`src/rtl/seq_chunk_compare.sv`:
```
// Sequential chunked magnitude/equality comparator, MSB chunk first with early exit.
// Optional SEQ_CHUNK_COMPARE_SIGNED_EN adds an is_signed port for two's-complement ordering.
module seq_chunk_compare #(
  parameter int N = 32,
  parameter int W = 8
) (
  input  logic         clk,
  input  logic         rst,
  input  logic         in_valid,
  output logic         in_ready,
  input  logic [N-1:0] a,
  input  logic [N-1:0] b,
  input  logic [2:0]   mode,
`ifdef SEQ_CHUNK_COMPARE_SIGNED_EN
  input  logic         is_signed,
`endif
  output logic         out_valid,
  input  logic         out_ready,
  output logic         result,
  output logic         busy
);

  localparam int K  = N / W;
  localparam int IW = (K > 1) ? $clog2(K) : 1;
  localparam logic [IW-1:0] LAST_IDX = IW'(K - 1);

  typedef enum logic [1:0] {
    IDLE = 2'd0,
    BUSY = 2'd1,
    DONE = 2'd2
  } state_t;

  state_t        state_r, state_s;
  logic [N-1:0]  a_r, b_r;
  logic [2:0]    mode_r;
  logic          signed_r;
  logic [IW-1:0] idx_r, idx_s;
  logic [W-1:0]  ca_s, cb_s;
  logic          accept_s, finish_s, eq_s, gt_s, lt_s;

  // Map recorded eq/gt/lt flags onto the requested relation; reserved modes give 0.
  function automatic logic mode_result(input logic [2:0] m, input logic eq,
                                       input logic gt, input logic lt);
    logic r;
    case (m)
      3'd0:    r = eq;
      3'd1:    r = !eq;
      3'd2:    r = lt;
      3'd3:    r = lt | eq;
      3'd4:    r = gt;
      3'd5:    r = gt | eq;
      default: r = 1'b0;
    endcase
    return r;
  endfunction

  // Extract the current chunk of each latched operand; sign bit flipped in chunk 0 when signed.
  always_comb begin
    ca_s = W'(a_r >> (N - W - 32'(idx_r) * W));
    cb_s = W'(b_r >> (N - W - 32'(idx_r) * W));
    if (signed_r && (idx_r == {IW{1'b0}})) begin
      ca_s[W-1] = ~ca_s[W-1];
      cb_s[W-1] = ~cb_s[W-1];
    end else begin
      ca_s = ca_s;
      cb_s = cb_s;
    end
  end

  // Next-state and chunk-step decisions.
  always_comb begin
    state_s  = state_r;
    idx_s    = idx_r;
    accept_s = 1'b0;
    finish_s = 1'b0;
    eq_s     = 1'b0;
    gt_s     = (ca_s > cb_s);
    lt_s     = (ca_s < cb_s);
    case (state_r)
      IDLE: begin
        if (in_valid && in_ready) begin
          accept_s = 1'b1;
          idx_s    = {IW{1'b0}};
          state_s  = BUSY;
        end else begin
          state_s = IDLE;
        end
      end
      BUSY: begin
        if (ca_s != cb_s) begin
          finish_s = 1'b1;
          state_s  = DONE;
        end else if (idx_r == LAST_IDX) begin
          finish_s = 1'b1;
          eq_s     = 1'b1;
          state_s  = DONE;
        end else begin
          idx_s = idx_r + IW'(1'b1);
        end
      end
      DONE: begin
        if (out_ready) begin
          state_s = IDLE;
        end else begin
          state_s = DONE;
        end
      end
      default: state_s = IDLE;
    endcase
  end

  // State, latched operands, result and registered handshake outputs.
  always_ff @(posedge clk or posedge rst) begin
    if (rst) begin
      state_r   <= IDLE;
      a_r       <= {N{1'b0}};
      b_r       <= {N{1'b0}};
      mode_r    <= 3'd0;
      signed_r  <= 1'b0;
      idx_r     <= {IW{1'b0}};
      result    <= 1'b0;
      in_ready  <= 1'b1;
      out_valid <= 1'b0;
      busy      <= 1'b0;
    end else begin
      state_r <= state_s;
      idx_r   <= idx_s;
      if (accept_s) begin
        a_r    <= a;
        b_r    <= b;
        mode_r <= mode;
`ifdef SEQ_CHUNK_COMPARE_SIGNED_EN
        signed_r <= is_signed;
`else
        signed_r <= 1'b0;
`endif
      end
      if (finish_s) begin
        result <= mode_result(mode_r, eq_s, gt_s, lt_s);
      end
      in_ready  <= (state_s == IDLE);
      out_valid <= (state_s == DONE);
      busy      <= (state_s != IDLE);
    end
  end

endmodule

```
`config.mk`:
```
export PLATFORM = sky130hd
export DESIGN_NAME = seq_chunk_compare
export DESIGN_NICKNAME = d
export VERILOG_FILES = /design/src/rtl/seq_chunk_compare.sv
export SDC_FILE = /design/constraint.sdc
export NUM_CORES = 1
export LEC_CHECK = 0
export ABC_AREA = 1
export BUFFER_PORTS_ARGS = -buffer_cell sky130_fd_sc_hd__buf_4
export CAP_MARGIN = 30
export CORE_MARGIN = 1
export CORE_UTILIZATION = 30
export DETAILED_ROUTE_END_ITERATION = 8
export PLACE_DENSITY = 0.58
export RECOVER_POWER = 100
export SETUP_SLACK_MARGIN = 0.02
export SLEW_MARGIN = 20
export SYNTH_ARGS = -nofsm -noshare
export SYNTH_HDL_FRONTEND = slang
export SYNTH_SLANG_ARGS = --single-unit
```
`constraint.sdc`:
```
create_clock -name clk -period 2.55 [get_ports clk]
set_input_delay 0.255 -clock clk [delete_from_list [all_inputs] [get_ports clk]]
set_output_delay 0.255 -clock clk [all_outputs]
set_load 0.01 [all_outputs]
```
# [After elaboration in Yosys (flattened, before gate mapping)]
# Cells that the tools add are included.
[word_totals] output_inout_bits=4 word_cells=55 ff_bits=75
[op_classes] shifts=2 n_eq_ne=13 n_lt_le_gt_ge=2 reduce_logical=8 bitwise_logic=2 mux=17 addsub=2
[ops] operator="$shr A32 B32 Y8" count=2
[ops] operator="$mux W2" count=6
[ops] operator="$gt A8 B8 Y1" count=1
[ops] operator="$lt A8 B8 Y1" count=1
[ops] operator="$mux W1" count=8
[ops] operator="$ne A8 B8 Y1" count=1
[ops] operator="$eq A2 B2 Y1 const B" count=3
[ops] operator="$eq A3 B2 Y1 const B" count=2
[ops] operator="$eq A3 B3 Y1 const B" count=2
[ops] operator="$ne A2 B2 Y1 const B" count=3
[ops] operator="$pmux W1 S6" count=1
[ops] operator="$pmux W2 S3" count=1
[ops] operator="$sub A5 B5 Y6 const A" count=1
[ops] operator="$logic_not A2 Y1" count=2
[ops] operator="$pmux W2 S2" count=1
[ops] operator="$reduce_and A4 Y1" count=1
[ops] operator="$reduce_bool A2 Y1" count=2
[ops] operator="$eq A3 B1 Y1 const B" count=1
[ops] operator="$logic_not A3 Y1" count=1
[ops] operator="$add A2 B1 Y2 const B" count=1
[ops] operator="$eq A2 B1 Y1 const B" count=1
[ops] operator="$or A1 B1 Y1" count=2
[ops] operator="$logic_and A1 B1 Y1" count=1
[ops] operator="$logic_not A1 Y1" count=1

# [Longest topological paths before layout]
[logic_depth] ltp_word=7 mapped_depth=20

# [Worst setup path before layout]
# OpenSTA, ideal clock, no wires.
[synth_timing] path_kind="register -> register" start="reg idx_r[0]" end="reg busy" arrival_ps=2119 path_stages_with_launch=14 n_path_buf=2 setup_slack_ps=314 path_cell_list="dfrtp_1 > buf_2 > inv_1 > clkbuf_1 > nand2_1 > a32o_1 > ha_1 > nand2_1 > nor2_1 > nand2_2 > o21ai_2 > o31ai_1 > nor2_2 > inv_1"
[synth_between] elab_chain_len=6 elab_cells_between_ends=9 classes_between="1 x add/sub; 2 x eq/ne; 2 x shift; 3 x mux; 1 x reduce/logical"
[synth_rtl] element="start: declaration" line="37" rtl="logic [IW-1:0] idx_r, idx_s;"
[synth_rtl] element="start signal: assignment" line="120" rtl="idx_r <= {IW{1'b0}};"
[synth_rtl] element="start signal: assignment" line="127" rtl="idx_r <= idx_s;"
[synth_rtl] element="$sub A5 B5 Y6" line="59, 60"
[synth_rtl] element="$shr A32 B32 Y8, on equally long branches" line="59, 60"
[synth_rtl] element="$ne A8 B8 Y1" line="90" rtl="if (ca_s != cb_s) begin"
[synth_rtl] element="$mux W2 *" line="90"
[synth_rtl] element="$pmux W2 S3 *" line="79" rtl="case (state_r)"
[synth_rtl] element="named net state_s[1]" line="33" rtl="state_t state_r, state_s;"
[synth_rtl] element="$reduce_bool A2 Y1 *" line="143" rtl="busy <= (state_s != IDLE);"
[synth_rtl] element="end signal: assignment" line="143"
[synth_rtl] element="end: declaration" line="20" rtl="output logic busy"
# The timed path passes the listed nets; every way through them passes the cells marked *.
# A chain may end at the register's enable or synchronous reset.

# [Final worst setup path]
[layout_timing] start="reg in_ready" end="reg b_r[3]"
[layout_between] elab_chain_len=3
[layout_rtl] element="start: declaration" line="10" rtl="output logic in_ready,"
[layout_rtl] element="start signal: assignment" line="141" rtl="in_ready <= (state_s == IDLE);"
[layout_rtl] element="$logic_and A1 B1 Y1" line="81" rtl="if (in_valid && in_ready) begin"
[layout_rtl] element="$mux W1" line="81"
[layout_rtl] element="$mux W1" line="79"
[layout_rtl] element="end signal: assignment" line="117" rtl="b_r <= {N{1'b0}};"
[layout_rtl] element="end: declaration" line="34" rtl="logic [N-1:0] a_r, b_r;"
# Every way passes these cells.

==> reports/qor.yml <==
status:
  status: "complete, no violations"
worst_hold_path:
  holdPathStages: 2
  hp-start: "out_ready"
  min_to: "out_valid"
  hold_path.class: "input pin to register"
setup_path:
  critPathTopFamily: "simple AND/OR/NAND/NOR gates"
  arrival_ns: 2.54
  endpoint_kind: "register"
  worst-setup-path-type: "register to register"
  cp_slowest_cell: "nand4_2"
  cp.required_ns: 2.76
  r2r_end: "b_r[3]"
  worstRegToRegCells: 3
  slowest_delay_ns: 0.62
  critical_path.max_fanout: 31
  worstPathCellList: "nand4_2 > clkbuf_4 > mux2_1"
  path_buf_inv: 1
  r2r_start: "in_ready"
  ff2ff_setup_slack_ns: 0.22
  start_kind: "register"
timing:
  rsz0062_at_grt: "no"
  final_max_slew_viol_count: 0
  setup_violations: 0
  fmax_mhz: 429
  period_minus_slack_ns: 2.33
  finalHoldViolCount: 0
  worst_pin_slew_ns: 1.41
  max-slew-margin-rel: 0.0562
  timing.final.crit_share: 0.914
  fin_skew_ns: 0.00552
  timing.setup.tns_ns: 0
placement:
  numPortBuffers: 74
  place.gp.congestion: 0.762
  post-dp-hpwl_mm: 6.10
synthesis:
  synth_compound_area_frac: 0.0953
  synth_simple_gate_area_frac: 0.0864
  synthXorXnorAreaFrac: 0
  synth_fa_ha_area_frac: 0.0297
  yosysWarnings: 0
  syn-instance-count: 315
  synth_top_family_by_area: "multiplexers"
  synth_area_um2: 3790
  yosysSeqAreaShare: 0.495
  synthMuxAreaShare: 0.248
  ys_ff_latch: 75
  yosys.cell_types.count: 26
  synth_area_per_cell_um2: 12.0
  syn-num-nets: 395
die:
  start_util: 0.312
  num_io_pins: 75
  die_height_um: 114
  row_count: 40
  dieArea_um2: 13100
  die_w_um: 114
  core_area_um2: 12200
cts:
  cts_setup_buffers: 0
  hold_buffers: 0
  cts_buffer_depth: 2
  cts.sinks: 75
  ctsResizeCount: 0
  htree_levels: 3
  root_buffer: "clkbuf_16"
  tritoncts: "yes"
  clkLatencyLatePin_ns: 0.34
  numCtsBuffers: 9
  cts.reportedPaths.clkPinSlew_ns: 0.05
grt:
  antenna_found_initial: 0
  overflow: 0
  grt_pass1_wl_mm: 13.8
  grt_pass1_vias: 2657
  grt_use_total: 0.142
  grt_max_degree: 40
run:
  drv_cap: 0
pwr:
  p_seq_frac: 0.387
  intPower_uw: 3590
  p_leak_uw: 0.00213
  irDropWorstVdd_v: 0.000402
  p_sw_uw: 2070
  pwr-share-comb: 0.413
  power_frac_clock: 0.200
  switching_share: 0.366
  power_density_nw_per_um2: 1240
final_layout:
  diodes: 0
  layout_common_cells: "buf_4 (76), dfrtp_1 (74), mux2_1 (59), nand2_1 (42), nor2_1 (25)"
  layout-drive-gt1-share: 0.269
  fin_nets: 474
  syn_to_final_growth_pct: 20.0
  final_common_cell: "buf_4"
  fin_util: 0.374
drt:
  drtIter0Drc: 124
  dr.pass1.iters: 4
  drt_wl_total_mm: 8.21
  num_vias: 2532
  drc: 0
  wire_per_inst_um: 14.5
  avgViaCountPerCell: 4.47
  drtAntennaViolNets: 0
## stage by stage
step | instances | worst slack [ns] | instance area, um^2 | hold WS (ns) | total power (uW)
2_1_floorplan | 315 | 0.314 | 3790 | 0.341 | 4450
3_3_place_gp | 550 | 0.326 | 4570 | 0.463 | 5110
3_5_place_dp | 550 | 0.270 | 4570 | 0.471 | 5170
4_1_cts | 565 | 0.268 | 4830 | 0.110 | 6350
5_1_grt | 566 | 0.0175 | 4550 | 0.102 | 6160
6_report | 566 | 0.220 | 4550 | 0.114 | 5660
## how the worst max path moves through the flow
stage | endpoint | cells after the start | start
6_report | b_r[3] | 3 | in_ready
5_1_grt | idx_r[0] | 11 | idx_r[0]
4_1_cts | busy | 12 | idx_r[0]
3_5_place_dp | busy | 12 | idx_r[1]
3_3_place_gp | busy | 11 | idx_r[0]
2_1_floorplan | busy | 13 | idx_r[0]
## cell usage after synthesis
cell type	instances	area, um^2
nand2_1	42	158
inv_1	16	60.1
o22ai_1	8	50.1
o21ai_2	1	8.76
nor2_2	3	18.8
dfstp_2	1	26.3
a21o_2	1	8.76
nand3_1	6	30.0
clkbuf_1	6	22.5
buf_6	6	67.6
inv_2	1	3.75
o211ai_1	1	7.51
o31ai_4	1	21.3
ha_1	9	113
buf_2	3	15.0
a21oi_1	16	80.1
dfrtp_1	74	1850
buf_1	1	3.75
nand4_4	1	21.3
o21ai_0	20	100
nor2_1	25	93.8
a32o_1	7	70.1
nand2_2	1	6.26
o31ai_1	2	15.0
mux2_2	1	11.3
mux2_4	62	931
## power by group through the flow
stage | registers, uW | logic [uW] | clock network (uW)
6_report | 2190 | 2330 | 1130
5_1_grt | 2260 | 2670 | 1230
4_1_cts | 2220 | 2960 | 1170
3_5_place_dp | 2230 | 2940 | 0
3_3_place_gp | 2230 | 2880 | 0
2_1_floorplan | 2060 | 2390 | 0
## flip-flops by register name, indices dropped and copies added, names as in the netlist
name / flops
mode_r: 3
state_r: 2
in_ready: 1
b_r: 32
idx_r: 2
busy: 1
out_valid: 1
result: 1
a_r: 32
## routing by layer
layer / share of wire / GRT usage / vias to the layer above
li1: - / - / 1252
met1: 0.48 / 0.198 / 1210
met2: 0.45 / 0.208 / 64
met3: 0.053 / 0.0508 / 6
met4: 0.011 / 0.0390 / 0
met5: 0 / 0 / -
## cell type report
class                      instances  area [um^2]
clock buffer                      12          246
clock inverter                     3         15.0
multi-input combinational        207         1510
inverter                          17         63.8
tap                              168          210
fill                            1229         7610
sequential                        75         1880
timing repair buffer              84          627
## kinds of logic (layout without fill, tap and decap cells)
family,after synthesis,after routing
fa+ha+maj,9,9
buf+inv,33,116
simple gates,78,78
mux,63,63
flops,75,75
compound gates,57,57
No activity file was read; power rests on OpenSTA's default activity.
